--- config.mk ---
export PLATFORM = sky130hd
export DESIGN_NAME = imm_gen_pipe_flat
export DESIGN_NICKNAME = d
export VERILOG_FILES = /design/src/rtl/imm_gen_pkg.sv /design/src/rtl/imm_gen_if.sv /design/src/rtl/imm_decode.sv /design/src/rtl/imm_gen_pipe.sv /design/src/flat_wrapper.sv
export SDC_FILE = /design/constraint.sdc
export NUM_CORES = 1
export LEC_CHECK = 0
export CAP_MARGIN = 20
export CORE_MARGIN = 3
export CORE_UTILIZATION = 65
export DETAILED_ROUTE_END_ITERATION = 10
export DONT_BUFFER_PORTS = 1
export GPL_TIMING_DRIVEN = 0
export PLACE_DENSITY = 0.86
export SYNTH_ARGS = -nofsm -noshare
export SYNTH_HDL_FRONTEND = slang
export SYNTH_SLANG_ARGS = --single-unit
--- constraint.sdc ---
create_clock -name clk -period 11.7 [get_ports clk]
set_clock_uncertainty 0.15 [all_clocks]
set_input_delay 0.585 -clock clk [delete_from_list [all_inputs] [get_ports clk]]
set_output_delay 0.585 -clock clk [all_outputs]
set_load 0.02 [all_outputs]
--- src/rtl/imm_gen_pkg.sv ---
// Shared types for the pipelined RISC-V immediate generator: opcodes, format codes, buffer entry.
// The optional IMM_GEN_PERF_EN counters need nothing from this package.
package imm_gen_pkg;

    localparam int IMM_MAX_W = 64;
    localparam int TAG_MAX_W = 64;

    localparam logic [6:0] OPC_LOAD      = 7'b0000011;
    localparam logic [6:0] OPC_OP_IMM    = 7'b0010011;
    localparam logic [6:0] OPC_OP_IMM_32 = 7'b0011011;
    localparam logic [6:0] OPC_AUIPC     = 7'b0010111;
    localparam logic [6:0] OPC_STORE     = 7'b0100011;
    localparam logic [6:0] OPC_OP        = 7'b0110011;
    localparam logic [6:0] OPC_LUI       = 7'b0110111;
    localparam logic [6:0] OPC_OP_32     = 7'b0111011;
    localparam logic [6:0] OPC_BRANCH    = 7'b1100011;
    localparam logic [6:0] OPC_JALR      = 7'b1100111;
    localparam logic [6:0] OPC_JAL       = 7'b1101111;
    localparam logic [6:0] OPC_SYSTEM    = 7'b1110011;

    typedef enum logic [2:0] {
        IMM_FMT_R = 3'd0,
        IMM_FMT_I = 3'd1,
        IMM_FMT_S = 3'd2,
        IMM_FMT_B = 3'd3,
        IMM_FMT_U = 3'd4,
        IMM_FMT_J = 3'd5
    } imm_fmt_e;

    // Sized for the widest build; the top level slices down to XLEN/TAG_W.
    typedef struct packed {
        logic [IMM_MAX_W-1:0] imm;
        imm_fmt_e             fmt;
        logic                 illegal;
        logic [TAG_MAX_W-1:0] tag;
    } imm_entry_t;

endpackage

--- src/rtl/imm_gen_if.sv ---
// Valid/ready bus of the immediate generator: instruction+tag in, decoded immediate+tag out.
// Optional IMM_GEN_PERF_EN counters are plain ports on the top, not part of this bus.
interface imm_gen_if #(
    parameter int XLEN  = 32,
    parameter int TAG_W = 32
) ();
    logic             flush;
    logic             in_valid;
    logic             in_ready;
    logic [31:0]      Instruction32;
    logic [TAG_W-1:0] in_tag;
    logic             out_valid;
    logic             out_ready;
    logic [XLEN-1:0]  Imm_out;
    logic [2:0]       out_fmt;
    logic             out_illegal;
    logic [TAG_W-1:0] out_tag;

    modport master (
        output flush, in_valid, Instruction32, in_tag, out_ready,
        input  in_ready, out_valid, Imm_out, out_fmt, out_illegal, out_tag
    );

    modport slave (
        input  flush, in_valid, Instruction32, in_tag, out_ready,
        output in_ready, out_valid, Imm_out, out_fmt, out_illegal, out_tag
    );
endinterface

--- src/rtl/imm_decode.sv ---
// Combinational RV32I/RV64I immediate decode: opcode -> format, illegal flag, sign-extended imm.
// Unaffected by IMM_GEN_PERF_EN.
module imm_decode
    import imm_gen_pkg::*;
#(
    parameter int XLEN = 32
) (
    input  logic [31:0]            instr,
    output logic signed [XLEN-1:0] imm,
    output imm_fmt_e               fmt,
    output logic                   illegal
);

    logic [6:0]         opcode;
    logic signed [31:0] imm32;

    assign opcode = instr[6:0];

    always_comb begin
        imm32   = '0;
        fmt     = IMM_FMT_R;
        illegal = 1'b0;
        case (opcode)
            OPC_LOAD, OPC_OP_IMM, OPC_JALR, OPC_SYSTEM: begin
                fmt   = IMM_FMT_I;
                imm32 = {{20{instr[31]}}, instr[31:20]};
            end
            OPC_OP_IMM_32: begin
                // Word-sized ops only exist on RV64.
                if (XLEN == 64) begin
                    fmt   = IMM_FMT_I;
                    imm32 = {{20{instr[31]}}, instr[31:20]};
                end else begin
                    illegal = 1'b1;
                end
            end
            OPC_STORE: begin
                fmt   = IMM_FMT_S;
                imm32 = {{20{instr[31]}}, instr[31:25], instr[11:7]};
            end
            OPC_BRANCH: begin
                fmt   = IMM_FMT_B;
                imm32 = {{19{instr[31]}}, instr[31], instr[7], instr[30:25], instr[11:8], 1'b0};
            end
            OPC_LUI, OPC_AUIPC: begin
                fmt   = IMM_FMT_U;
                imm32 = {instr[31:12], 12'b0};
            end
            OPC_JAL: begin
                fmt   = IMM_FMT_J;
                imm32 = {{11{instr[31]}}, instr[31], instr[19:12], instr[20], instr[30:21], 1'b0};
            end
            OPC_OP: ;
            OPC_OP_32: illegal = (XLEN != 64);
            default:   illegal = 1'b1;
        endcase
    end

    // imm32 is signed, so widening to 64 replicates bit 31.
    assign imm = XLEN'(imm32);

endmodule

--- src/rtl/imm_gen_pipe.sv ---
// Pipelined immediate generator: decode on entry, 2-entry skid buffer with valid/ready handshake.
// Define IMM_GEN_PERF_EN to add saturating perf_accepted/perf_illegal counters.
module imm_gen_pipe
    import imm_gen_pkg::*;
#(
    parameter int XLEN  = 32,
    parameter int TAG_W = 32
) (
    input  logic        clk,
    input  logic        reset,
    imm_gen_if.slave    bus
`ifdef IMM_GEN_PERF_EN
    ,
    output logic [31:0] perf_accepted,
    output logic [31:0] perf_illegal
`endif
);

    logic signed [XLEN-1:0] dec_imm;
    imm_fmt_e               dec_fmt;
    logic                   dec_illegal;
    imm_entry_t             in_ent;

    imm_decode #(.XLEN(XLEN)) u_decode (
        .instr   (bus.Instruction32),
        .imm     (dec_imm),
        .fmt     (dec_fmt),
        .illegal (dec_illegal)
    );

    assign in_ent = '{imm:     IMM_MAX_W'(dec_imm),
                      fmt:     dec_fmt,
                      illegal: dec_illegal,
                      tag:     TAG_MAX_W'(bus.in_tag)};

    // ---- stage p0: head entry (drives the outputs), p1: skid entry ----
    logic [1:0] cnt;
    imm_entry_t ent_p0;
    imm_entry_t ent_p1;
    logic       push;
    logic       pop;

    assign bus.in_ready  = (cnt < 2'd2);
    assign bus.out_valid = (cnt != 2'd0);
    assign push          = bus.in_valid && bus.in_ready;
    assign pop           = bus.out_valid && bus.out_ready;

    always_ff @(posedge clk or posedge reset) begin
        if (reset) begin
            cnt    <= 2'd0;
            ent_p0 <= '0;
            ent_p1 <= '0;
        end else if (bus.flush) begin
            cnt <= 2'd0;
        end else begin
            case (cnt)
                2'd0: begin
                    if (push) begin
                        ent_p0 <= in_ent;
                        cnt    <= 2'd1;
                    end
                end
                2'd1: begin
                    case ({push, pop})
                        2'b11: ent_p0 <= in_ent;
                        2'b10: begin
                            ent_p1 <= in_ent;
                            cnt    <= 2'd2;
                        end
                        2'b01: cnt <= 2'd0;
                        default: ;
                    endcase
                end
                default: begin
                    // Full: in_ready is low, so only a pop can happen.
                    if (pop) begin
                        ent_p0 <= ent_p1;
                        cnt    <= 2'd1;
                    end
                end
            endcase
        end
    end

    assign bus.Imm_out     = ent_p0.imm[XLEN-1:0];
    assign bus.out_fmt     = ent_p0.fmt;
    assign bus.out_illegal = ent_p0.illegal;
    assign bus.out_tag     = ent_p0.tag[TAG_W-1:0];

    logic unused_hi;
    assign unused_hi = ^{ent_p0.imm, ent_p0.tag};

`ifdef IMM_GEN_PERF_EN
    function automatic logic [31:0] sat_inc(input logic [31:0] v, input logic en);
        return (en && (v != 32'hFFFF_FFFF)) ? v + 32'd1 : v;
    endfunction

    // Counters track handshakes, so a push in a flush cycle still counts.
    always_ff @(posedge clk or posedge reset) begin
        if (reset) begin
            perf_accepted <= '0;
            perf_illegal  <= '0;
        end else begin
            perf_accepted <= sat_inc(perf_accepted, push);
            perf_illegal  <= sat_inc(perf_illegal, push && dec_illegal);
        end
    end
`endif

endmodule

--- src/flat_wrapper.sv ---
// flat-port wrapper written by rule: the top's interface ports become plain ports
module imm_gen_pipe_flat import imm_gen_pkg::*;
#(
    parameter int XLEN  = 32,
    parameter int TAG_W = 32
)
  (clk, reset, bus_flush, bus_in_valid, bus_Instruction32, bus_in_tag, bus_out_ready, bus_in_ready, bus_out_valid, bus_Imm_out, bus_out_fmt, bus_out_illegal, bus_out_tag);
  imm_gen_if #(.XLEN(XLEN), .TAG_W(TAG_W)) bus_i ();
  input  logic clk;
  input  logic reset;
  input wire logic [$bits(bus_i.flush)-1:0] bus_flush;
  input wire logic [$bits(bus_i.in_valid)-1:0] bus_in_valid;
  input wire logic [$bits(bus_i.Instruction32)-1:0] bus_Instruction32;
  input wire logic [$bits(bus_i.in_tag)-1:0] bus_in_tag;
  input wire logic [$bits(bus_i.out_ready)-1:0] bus_out_ready;
  output wire logic [$bits(bus_i.in_ready)-1:0] bus_in_ready;
  output wire logic [$bits(bus_i.out_valid)-1:0] bus_out_valid;
  output wire logic [$bits(bus_i.Imm_out)-1:0] bus_Imm_out;
  output wire logic [$bits(bus_i.out_fmt)-1:0] bus_out_fmt;
  output wire logic [$bits(bus_i.out_illegal)-1:0] bus_out_illegal;
  output wire logic [$bits(bus_i.out_tag)-1:0] bus_out_tag;
  assign bus_i.flush = bus_flush;
  assign bus_i.in_valid = bus_in_valid;
  assign bus_i.Instruction32 = bus_Instruction32;
  assign bus_i.in_tag = bus_in_tag;
  assign bus_i.out_ready = bus_out_ready;
  assign bus_in_ready = bus_i.in_ready;
  assign bus_out_valid = bus_i.out_valid;
  assign bus_Imm_out = bus_i.Imm_out;
  assign bus_out_fmt = bus_i.out_fmt;
  assign bus_out_illegal = bus_i.out_illegal;
  assign bus_out_tag = bus_i.out_tag;
  imm_gen_pipe #(.XLEN(XLEN), .TAG_W(TAG_W)) u_core (.clk(clk), .reset(reset), .bus(bus_i));
endmodule
==> summary.txt, run 1 <==
Route
  – Vias: 5106
  – Vias/cell: 6.265
  – Iteration-0 DRC Markers: between 300 and 400
  – Wire length per cell: approximately 20 um
  – Final wirelength: 16240 um
  – ANT nets after route: 0
  – First-pass iteration count of the detailed router: 5
  – DRC: 0

Synth
  – Most common cell in the netlist: nand2_1
  – Syn Area/Cell: approximately 9.6 um2
  – Sequential area share after synthesis: 55.30%
  – Synthesized Nets: 721
  – Post-synthesis cell count: 652
  – Synth cell types: 44
  – Leading area contributor after synthesis: dfrtp_1
  – Synth area leaders: dfrtp_1 (55%), nand2_1 (11%), mux2i_1 (5.4%)
  – Primary FF master, synth: dfrtp_1
  – Synth Register Bits: 138
  – Ys async rst share: 100.0%
  – Synth Cell Area: 0.006245 mm2
  – Number of synthesized flops with an enable pin: 0
  – Yosys warning count: 0
  – Post-synth top area share: between 50% and 60%
  – Most instantiated cells after synthesis: nand2_1 (179), dfrtp_1 (138), o21ai_0 (58), nand3_1 (37), mux2i_1 (34)

Placement
  – Gpl congestion: 0.9735
  – DPL Wire Length: 11320 um
  – Port Buffers: 0

Job
  – Max-Cap Viols: 0

GRT
  – GRT busiest layer: met2
  – Vias in the first global route: 5205
  – GRT Util Overall: 30.29%
  – Met2 usage: 50.09%
  – First-pass GRT wire length: 26010 um
  – Pin count of the biggest net entering global routing: 81
  – GRT met1 Usage: 34.50%
  – Antenna violations before repair: 0
  – Met3 Use GR: 13.10%
  – GR Overflow Total: 0

Pwr
  – Pwr Total: 1.262 mW
  – VDD IR max: 0.1058 mV
  – Leak: 3.273 nW
  – Pwr dens: 180.6 mW/mm2

Floorplan
  – Num ports: about 140
  – Std cell rows: 35
  – Die Width: about 100 um
  – Die H: 104.0 um
  – Die ar.: approximately 0.011 mm2
  – Initial core utilization: 67.26%
  – Area of the core: 0.009284 mm2

Worst setup path
  – R2R setup slack: 9.49 ns
  – Critical path's slowest cell: clkbuf_1
  – Crit Path Category: register to primary output
  – CP top delay family: buffers and inverters
  – Critical Path RT: roughly 11 ns
  – CP cell instances: buf_6 -> inv_1 -> clkbuf_1 -> clkbuf_1
  – Setup crit start kind: register
  – Highest net fanout along the worst path: 10
  – CP Capture Type: primary output
  – Critical Path Most Common Cell: clkbuf_1
  – Slowest Stage Delay on Critical Path: between 0.6 and 0.7 ns
  – Worst endpoint data arrival time: 2.06 ns
  – CP Buf/Inv Count: 4

Clock tree
  – Setup Fix Bufs, Post-CTS: 0
  – Clk_lat worst skew: roughly 0.52 ns
  – Clk buf depth: 2
  – Cts bufs inserted: 17
  – Clock Pin Slew Worst Setup and Hold Paths: 0.06 ns
  – CTS tree: built
  – # clock sinks: 138
  – H-tree Lvls: 4
  – Clock Root Buffer: clkbuf_8
  – Resize count post-CTS: 0
  – CTS Hold Buffers Added: 1

Timing
  – Worst-margin pin slew: between 0.7 and 0.8 ns
  – Fin Setup TNS: 0 ns
  – RSZ-0062 raised after global routing: false
  – Final max-slew violation count: 0
  – Relative slew slack: between 50% and 60%
  – Setup violators final: 0
  – Final Hold Viols: 0
  – Final worst path period need: 2.799 ns
  – Maximum operating frequency: between 300 and 400 MHz
  – Fin crit share: 23.92%

Cells and area
  – Syn-to-layout area delta: 11.86%
  – # nets final: approximately 740
  – Util after Layout: between 70% and 80%
  – Share of cells above drive strength 1: 11.37%
  – Antenna Cells: 0

Run status
  – Outcome: completed

Hold path
  – Worst Hold Class: primary input to register
[metrics by stage]
| stage | hold WS, ns | setup WS [ns] | instance area [um2] | std cells |
|---|---|---|---|---|
| global placement | 0.3041 | 6.140 | 6406 | 781 |
| CTS | 0.01263 | 8.955 | 6985 | 815 |
| floorplan | 0.2905 | 7.269 | 6245 | 652 |
| finish | 0.02043 | 8.901 | 6985 | 815 |
| detailed placement | 0.3115 | 9.399 | 6439 | 782 |
| global route | 0.008171 | 8.818 | 6985 | 815 |
[worst register-to-register path, cell delays in order (launching register included)]
cell	delay [ns]
dfrtp_1	0.37
buf_6	0.13
or2_4	0.29
a211o_4	0.39
clkbuf_1	0.30
a21oi_1	0.31
o41ai_2	0.14
[cells in the final DEF (no fill, tap or decap), types with 4 or more instances in the layout]
| master | synthesis | final |
|---|---|---|
| inv_6 | 0 | 4 |
| o21ai_0 | 58 | 58 |
| a221o_1 | 6 | 6 |
| nand2_1 | 179 | 179 |
| a22o_1 | 6 | 6 |
| inv_1 | 7 | 6 |
| clkbuf_16 | 0 | 16 |
| and3_1 | 9 | 9 |
| a22oi_1 | 11 | 11 |
| buf_2 | 30 | 30 |
| mux2i_1 | 34 | 34 |
| clkbuf_1 | 14 | 14 |
| dfrtp_1 | 138 | 138 |
| o22ai_1 | 5 | 5 |
| a21oi_1 | 31 | 31 |
| nor2_1 | 25 | 25 |
| and4_1 | 10 | 10 |
| a31oi_1 | 9 | 9 |
| nand3_1 | 37 | 37 |
| or4_1 | 5 | 5 |
| clkinv_2 | 0 | 4 |
[sequential cells by signal (all words and copies together), names as in the netlist]
register	cells
u_core.ent_p1	68
u_core.bus.Imm_out	32
u_core.cnt	2
u_core.bus.out_illegal	1
u_core.bus.out_fmt	3
u_core.bus.out_tag	32
[final timing paths]
check / start / to / depth (start not counted)
worst max register to register: u_core.cnt[1]$_DFFE_PP0P_ / u_core.bus.Imm_out[31]$_DFFE_PP0P_ / 6
worst min register to register: u_core.ent_p1[17]$_DFFE_PP0P_ / u_core.ent_p1[17]$_DFFE_PP0P_ / 2
worst min-delay path: bus_in_tag[18] / u_core.ent_p1[18]$_DFFE_PP0P_ / 2
min in group asynchronous: reset / u_core.bus.out_tag[3]$_DFFE_PP0P_ / 2
worst max-delay path: u_core.cnt[1]$_DFFE_PP0P_ / bus_in_ready / 4
max in group asynchronous: reset / u_core.bus.Imm_out[15]$_DFFE_PP0P_ / 3
[power breakdown]
group	internal, mW	switching, mW	total [mW]	leakage (nW)
Sequential	0.557	0.0901	0.648	1.77
Clock	0.273	0.208	0.481	0.261
Combinational	0.0518	0.0817	0.134	1.24
[layout make-up]
| class | instances | area [um2] |
|---|---|---|
| repair buffers | 2 | 37.54 |
| clock buffers | 19 | 441.7 |
| multi-input cells | 460 | 2529 |
| flip-flops and latches | 138 | 3453 |
| plain buffers | 47 | 236.5 |
| fillers | 584 | 2298 |
| inverters | 7 | 31.28 |
| clock inverters | 13 | 95.09 |
| well taps | 129 | 161.4 |
[logic make-up after synthesis]
kind of cell	Yosys count	share of synthesized area [%]
xor gates and xnor gates	1	0.1403
and+or+nand+nor	282	20.28
muxes	35	5.630
buffers and inverters	54	4.208
AOI/OAI and AO/OA	142	14.45
DFF	138	55.30
[routing by layer]
layer | share of wire [%] | vias up
li1 | - | 2298
met1 | 37 | 2435
met2 | 49 | 309
met3 | 11 | 64
met4 | 3.2 | 0
met5 | 0 | -
Power figures use the tool's default switching activity.
==> inputs of run 2 (changes only) <==
Settings changed: ABC_AREA set to 1, CORE_UTILIZATION 65 to 63, PLACE_DENSITY 0.86 to 0.84.
Clock period 11.7 ns to 2.85 ns, I/O delays scaled along.
==> summary.txt, run 2 <==
Synth
  – Number of synthesized flops with an enable pin: 0 (unchanged)
  – Synth cell types: 23 (-48%)
  – Primary FF master, synth: dfrtp_1
  – Synthesized Nets: 914 (+27%)
  – Synth Register Bits: 138 (unchanged)
  – Synth area leaders: dfrtp_1 (53%), nand2_1 (21%), nor2_1 (4.5%)
  – Most instantiated cells after synthesis: nand2_1 (368), dfrtp_1 (138), nor2_1 (78), nand3_1 (58), a21oi_1 (43)
  – Synth Cell Area: 0.006460 mm2 (+3.4%)
  – Leading area contributor after synthesis: dfrtp_1
  – Post-synthesis cell count: 845 (+30%)
  – Ys async rst share: 100.0% (unchanged)
  – Sequential area share after synthesis: 53.46% (-1.8 points)
  – Post-synth top area share: 53.46% (-1.8 points)
  – Syn Area/Cell: 7.645 um2 (-20%)
  – Yosys warning count: 0 (unchanged)
  – Most common cell in the netlist: nand2_1

Pwr
  – Leak: 4.280 nW (+31%)
  – VDD IR max: 0.5739 mV (+440%)
  – Pwr dens: 987.1 mW/mm2 (+450%)

GRT
  – Met2 usage: 62.65% (+13 points)
  – First-pass GRT wire length: 34760 um (+34%)
  – Antenna violations before repair: 0 (unchanged)
  – Pin count of the biggest net entering global routing: 43 (-47%)
  – GRT Util Overall: 39.13% (+8.8 points)
  – Vias in the first global route: 7075 (+36%)
  – GRT busiest layer: met2
  – GRT met1 Usage: 47.26% (+13 points)
  – Met3 Use GR: 10.68% (-2.4 points)
  – GR Overflow Total: 0 (unchanged)

Clock tree
  – # clock sinks: 138 (unchanged)
  – CTS tree: built
  – Cts bufs inserted: 17 (unchanged)
  – Clock Pin Slew Worst Setup and Hold Paths: 0.07 ns (about the same)
  – Clk_lat worst skew: 0.53 ns (about the same)
  – H-tree Lvls: 4 (unchanged)
  – Clock Root Buffer: clkbuf_8
  – Clk buf depth: 2 (unchanged)

Cells and area
  – Fillers: 496 (-15%)
  – Most frequent cells in the layout: nand2_1 (367), dfrtp_1 (138), dlygate4sd3_1 (108)
  – Fin area: 0.008397 mm2 (+20%)
  – Share of cells above drive strength 1: 6.566% (-4.8 points)
  – Max FFs per register: 68 (unchanged)
  – Final cell count without fillers: 1124 (+38%)
  – Register name with the most flops: u_core.ent_p1
  – # nets final: 1046 (+41%)
  – Syn-to-layout area delta: 29.98%
  – Commonest non-fill, non-tap cell in the layout: nand2_1
  – Util after Layout: 85.12% (+9.9 points)

Timing
  – Final Hold Viols: 0 (unchanged)
  – Final worst path period need: 2.720 ns
  – RSZ-0062 raised after global routing: false
  – Relative slew slack: 45.78% (-4.3 points)
  – Final max-slew violation count: 0 (unchanged)
  – Fin crit share: 95.43%
  – Worst-margin pin slew: 0.8133 ns (+0.06444 ns)
  – Setup violators final: 0 (unchanged)
  – Fin Setup TNS: 0 ns (unchanged)
  – PnR worst setup slack: 0.1302 ns (-8.771 ns)
  – Maximum operating frequency: approximately 370 MHz

Worst setup path
  – Setup crit start kind: register
  – Worst endpoint data arrival time: 3.00 ns (+0.94 ns)
  – CP cell instances: clkbuf_1 -> nor2_1 -> nand2_1 -> nor3_4 -> buf_4 -> buf_2 -> nand3_1 -> dlygate4sd3_1 -> o21a_1
  – Critical Path RT: 3.13 ns (-7.84 ns)
  – Critical path's slowest cell: dlygate4sd3_1
  – CP Buf/Inv Count: 4 (unchanged)
  – Slowest Stage Delay on Critical Path: 0.56 ns (-0.05 ns)
  – Highest net fanout along the worst path: 10 (unchanged)
  – CP Capture Type: register
  – CP top delay family: buffers and inverters
  – Crit Path Category: register to register

Placement
  – DPL Wire Length: 12300 um (+8.7%)
  – Port Buffers: 0 (unchanged)
  – Place WS: 0.4259 ns (-8.973 ns)
  – Inst Count DP: 981 (+25%)
  – Gpl congestion: 0.8941 (-8.2%)
  – Dpl cell area: 0.006690 mm2 (+3.9%)

Job
  – Max-Cap Viols: 0 (unchanged)

Floorplan
  – Die Width: 107.3 um (+3.1%)
  – Std cell rows: 36 (+2.9%)
  – Initial core utilization: 65.49% (-1.8 points)
  – Area of the core: 0.009864 mm2 (+6.3%)
  – Die H: 107.3 um (+3.1%)
  – Num ports: 139 (unchanged)
  – Die ar.: 0.01150 mm2 (+6.3%)

Route
  – ANT nets after route: 0 (unchanged)
  – Vias/cell: 6.208 (-0.91%)
  – DRC: 0 (unchanged)
  – Final wirelength: 21840 um (+34%)
  – Wire length per cell: 19.43 um (-2.5%)
  – First-pass iteration count of the detailed router: 7 (+2)
  – Vias: 6978 (+37%)
  – Iteration-0 DRC Markers: 943 (+160%)

Hold path
  – Worst Hold Class: primary input to async pin

Run status
  – Outcome: completed
[run 2: cell types whose count changed after synthesis, moves of 19 or more]
cell	change
inv_1	+20
a31oi_1	+23
o21ai_0	-34
mux2i_1	-34
nand2_1	+189
clkbuf_1	+19
nand3_1	+21
nor2_1	+53
[run 2: cell type report]
cell class / instances / area (um2) / share of cell area (%)
flip-flops and latches: 138 / 3453 / 41.13
multi-input cells: 625 / 2674 / 31.84
repair buffers: 113 / 1156 / 13.77
clock buffers: 19 / 441.7 / 5.260
plain buffers: 52 / 229.0 / 2.727
well taps: 133 / 166.4 / 1.982
clock inverters: 13 / 157.7 / 1.878
inverters: 30 / 116.4 / 1.386
diodes: 1 / 2.502 / 0.02980
[run 2: worst reg2reg max path, cell delays in order (launching register included)]
cell and delay (ns):
dfrtp_1 0.38, clkbuf_1 0.25, nor2_1 0.25, nand2_1 0.16, nor3_4 0.25, buf_4 0.19
buf_2 0.23, nand3_1 0.09, dlygate4sd3_1 0.56, o21a_1 0.10
[run 2: cells by family (layout without fill, tap and decap cells)]
logic type,after synthesis,in the layout,synth area share [%]
and+or+nand+nor,508,508,30.95
DFF,138,138,53.46
AOI/OAI and AO/OA,117,117,10.36
buffers and inverters,82,227,5.230
other,0,1,0
[run 2: metrics by stage]
stage,power (mW),hold WS [ns]
after floorplan,5.088,0.1091
after detailed placement,5.663,0.0004909
after CTS,8.065,0.01920
after global routing,8.672,0.08651
after global placement,5.519,0.1124
final,8.288,0.05083
[run 2: power breakdown]
group / total (mW) / internal (mW) / leakage, nW / switching [mW]
logic: 2.10 / 0.741 / 2.27 / 1.36
registers: 3.95 / 2.78 / 1.73 / 1.16
clock network: 2.24 / 1.32 / 0.286 / 0.927
[run 2: repair_timing]
| item | 4_1_cts | 5_1_grt |
|---|---|---|
| endpoints found under the setup margin | 0 | 33 |
| hold endpoints to repair | 234 | 0 |
| setup buffers | 0 | 2 |
| hold buffers | 108 | 0 |
| gates resized for setup | 0 | 8 |
[run 2: worst paths after layout]
kind                                                    from                                 end  slack (ns)  cells after the start
worst min-delay path                                   reset  u_core.bus.Imm_out[17]$_DFFE_PP0P_        0.05                      2
max in group asynchronous                              reset        u_core.ent_p1[5]$_DFFE_PP0P_        1.57                      4
min in group clk                        bus_Instruction32[0]   u_core.bus.out_fmt[1]$_DFFE_PP0P_        0.06                      6
worst max-delay path               u_core.cnt[1]$_DFFE_PP0P_       u_core.ent_p1[68]$_DFFE_PP0P_        0.13                      9
worst min register to register  u_core.ent_p1[7]$_DFFE_PP0P_        u_core.ent_p1[7]$_DFFE_PP0P_        0.32                      2
worst max register to register     u_core.cnt[1]$_DFFE_PP0P_       u_core.ent_p1[68]$_DFFE_PP0P_        0.13                      9
[run 2: layer usage]
| layer | wire, um | vias up |
|---|---|---|
| met5 | 0 | - |
| li1 | - | 2971 |
| met4 | 1438 | 0 |
| met3 | 2386 | 165 |
| met1 | 7782 | 3260 |
| met2 | 10240 | 582 |
==> inputs of run 3 (changes only) <==
Settings changed: CORE_UTILIZATION 63 to 57, PLACE_DENSITY 0.84 to 0.8.
Clock period 2.85 ns to 2.4 ns, I/O delays scaled along.
==> summary.txt, run 3 (same netlist as run 2, synthesis figures left out) <==
GRT
  – GRT met1 Usage: 40.52% (-6.7 points)
  – Antenna violations before repair: 0 (unchanged)
  – Met3 Use GR: 8.518% (-2.2 points)
  – GRT busiest layer: met2
  – Met2 usage: 51.97% (-11 points)
  – GR Overflow Total: 0 (unchanged)
  – GRT Util Overall: 31.68% (-7.5 points)
  – Pin count of the biggest net entering global routing: 35 (-19%)
  – First-pass GRT wire length: 31770 um (-8.6%)
  – Vias in the first global route: 6415 (-9.3%)

Clock tree
  – Clk buf depth: 2 (unchanged)
  – # clock sinks: 138 (unchanged)
  – Clock Pin Slew Worst Setup and Hold Paths: 0.06 ns (about the same)
  – Clk_lat worst skew: 0.42 ns (-0.11 ns)
  – CTS tree: built
  – Cts bufs inserted: 17 (unchanged)
  – Clock Root Buffer: clkbuf_16
  – H-tree Lvls: 4 (unchanged)

Timing
  – RSZ-0062 raised after global routing: false
  – PnR worst setup slack: 0.1375 ns (+0.007339 ns)
  – Relative slew slack: 58.13% (+12 points)
  – Maximum operating frequency: 442.0 MHz (+20%)
  – Final Hold Viols: 0 (unchanged)
  – Worst-margin pin slew: 0.6281 ns (-0.1852 ns)
  – Fin crit share: 94.27% (-1.2 points)
  – Final worst path period need: 2.262 ns (-0.4573 ns)
  – Setup violators final: 0 (unchanged)
  – Final hold slack: 0.05608 ns (+0.005245 ns)
  – Final max-slew violation count: 0 (unchanged)

Floorplan
  – Area of the core: 0.01094 mm2 (+11%)
  – Die Width: 112.5 um (+4.8%)
  – Die ar.: 0.01265 mm2 (+9.9%)
  – Die H: 112.5 um (+4.8%)
  – Std cell rows: 38 (+5.6%)
  – Num ports: 139 (unchanged)
  – Initial core utilization: 59.07% (-6.4 points)

Pwr
  – Pwr dens: 1202 mW/mm2 (+22%)
  – VDD IR max: 0.7761 mV (+35%)
  – Pwr Total: 9.636 mW (+16%)
  – Leak: 4.226 nW (-1.3%)

Cells and area
  – Max FFs per register: 68 (unchanged)
  – # nets final: 1006 (-3.8%)
  – Antenna Cells: 0 (-1)
  – Syn-to-layout area delta: 24.06%
  – Most frequent cells in the layout: nand2_1 (368), dfrtp_1 (138), nor2_1 (78)
  – Fillers: 797 (+61%)
  – Multi-input logic area: 0.002669 mm2 (-0.19%)
  – Commonest non-fill, non-tap cell in the layout: nand2_1
  – Share of cells above drive strength 1: 6.646% (+0.080 points)
  – Register name with the most flops: u_core.ent_p1
  – Register area: 0.003453 mm2 (unchanged)

Route
  – Iteration-0 DRC Markers: 682 (-28%)
  – DRC: 0 (unchanged)
  – Vias/cell: 5.834 (-6.0%)
  – ANT nets after route: 0 (unchanged)
  – Wire length per cell: 17.82 um (-8.3%)
  – Final wirelength: 19390 um (-11%)
  – First-pass iteration count of the detailed router: 7 (unchanged)
  – Vias: 6347 (-9.0%)

Worst setup path
  – R2r startpoint: u_core.cnt[1]$_DFFE_PP0P_
  – Reg2reg end: u_core.ent_p1[21]$_DFFE_PP0P_
  – Slowest Stage Delay on Critical Path: 0.40 ns (-0.16 ns)
  – Crit Path Category: register to register
  – Critical path's slowest cell: dfrtp_1
  – Critical Path Most Common Cell: nand2_1
  – R2R setup slack: 0.14 ns (about the same)
  – Setup crit start kind: register
  – CP Capture Type: register
  – R2r worst-path depth: 9 (unchanged)
  – CP cell instances: inv_2 -> nand2_1 -> nand2_1 -> nand2_1 -> nor3_4 -> inv_2 -> clkbuf_1 -> nand2_1 -> nand2_1
  – Worst endpoint data arrival time: 2.42 ns (-0.58 ns)
  – Critical Path RT: 2.56 ns (-0.57 ns)
  – Highest net fanout along the worst path: 10 (unchanged)

Placement
  – Port Buffers: 0 (unchanged)
  – Place WS: 0.00009126 ns (-0.4258 ns)
  – DPL Wire Length: 12720 um (+3.3%)
  – Gpl congestion: 0.9218 (+3.1%)

Hold path
  – Worst Hold Class: primary input to register
  – Beginning of the worst hold path: bus_Instruction32[4]
  – Worst hold path cell count: 7
  – Hold worst-path end: u_core.ent_p1[64]$_DFFE_PP0P_

Job
  – Max-Cap Viols: 0 (unchanged)

Run status
  – Outcome: completed
run 3: cell count changes in the layout (fill, tap and decap cells not counted), moves of 2 or more:
cell	before	now
inv_6	3	0
clkinv_4	3	1
clkinv_2	0	2
clkbuf_1	30	28
inv_8	2	0
clkbuf_2	3	7
dlygate4sd3_1	108	68
clkinvlp_4	4	2
run 3: repair_timing:
| item | 4_1_cts | 5_1_grt |
|---|---|---|
| hold buffers | 68 | 0 |
| setup buffers | 0 | 2 |
| setup endpoints to repair | 2 | 83 |
| pin swaps | 0 | 1 |
| cloned | 0 | 0 |
| resized for setup | 1 | 12 |
| endpoints found under the hold margin | 210 | 0 |
run 3: cell type report:
type	count	area share (%)
Clock inverter	7	1.452
Timing Repair Buffer	74	9.680
Sequential cell	138	43.09
Multi-Input combinational cell	625	33.30
Buffer	51	2.873
Tap cell	140	2.186
Inverter	30	1.452
Clock buffer	23	5.964
run 3: worst max-delay path, delay by kind of cell, from the launching register on:
family	cells	cell delay, ns
flops	1	0.40
simple gates	6	1.03
buf+inv	3	0.58
run 3: layer usage:
| metal | share of wire, % | routed length (um) | vias to the layer above |
|---|---|---|---|
| met1 | 39 | 7651 | 3039 |
| met5 | 0 | 0 | - |
| met2 | 49 | 9459 | 363 |
| met3 | 9.1 | 1763 | 60 |
| li1 | - | - | 2885 |
| met4 | 2.7 | 518 | 0 |
run 3: stage by stage:
step | area (um2) | util (%) | TNS [ns] | cells
final | 8014 | 73.28 | 0 | 1088
after global routing | 8014 | 73.28 | 0 | 1088
after CTS | 7995 | 73.11 | 0 | 1087
after detailed placement | 6719 | 61.44 | 0 | 989
after global placement | 6639 | 60.71 | -24.00 | 985
after floorplan | 6464 | - | 0 | 845
run 3: where the power goes:
part,switching (mW),total [mW],internal [mW]
combinational,1.47,2.29,0.812
clock,0.970,2.67,1.70
sequential,1.37,4.68,3.31
run 3: worst max-delay path by stage:
stage | startpoint | to | slack [ns] | cells past startpoint
after floorplan | reset | u_core.bus.Imm_out[0]$_DFFE_PP0P_ | 0.41 | 1
after global placement | reset | u_core.ent_p1[74]$_DFFE_PP0P_ | -0.18 | 1
after detailed placement | u_core.cnt[1]$_DFFE_PP0P_ | u_core.bus.out_tag[31]$_DFFE_PP0P_ | 0.00009 | 8
after CTS | u_core.cnt[1]$_DFFE_PP0P_ | bus_in_ready | 0.01 | 3
after global routing | u_core.cnt[1]$_DFFE_PP0P_ | u_core.ent_p1[3]$_DFFE_PP0P_ | 0.002 | 9
final | u_core.cnt[1]$_DFFE_PP0P_ | u_core.ent_p1[21]$_DFFE_PP0P_ | 0.14 | 9
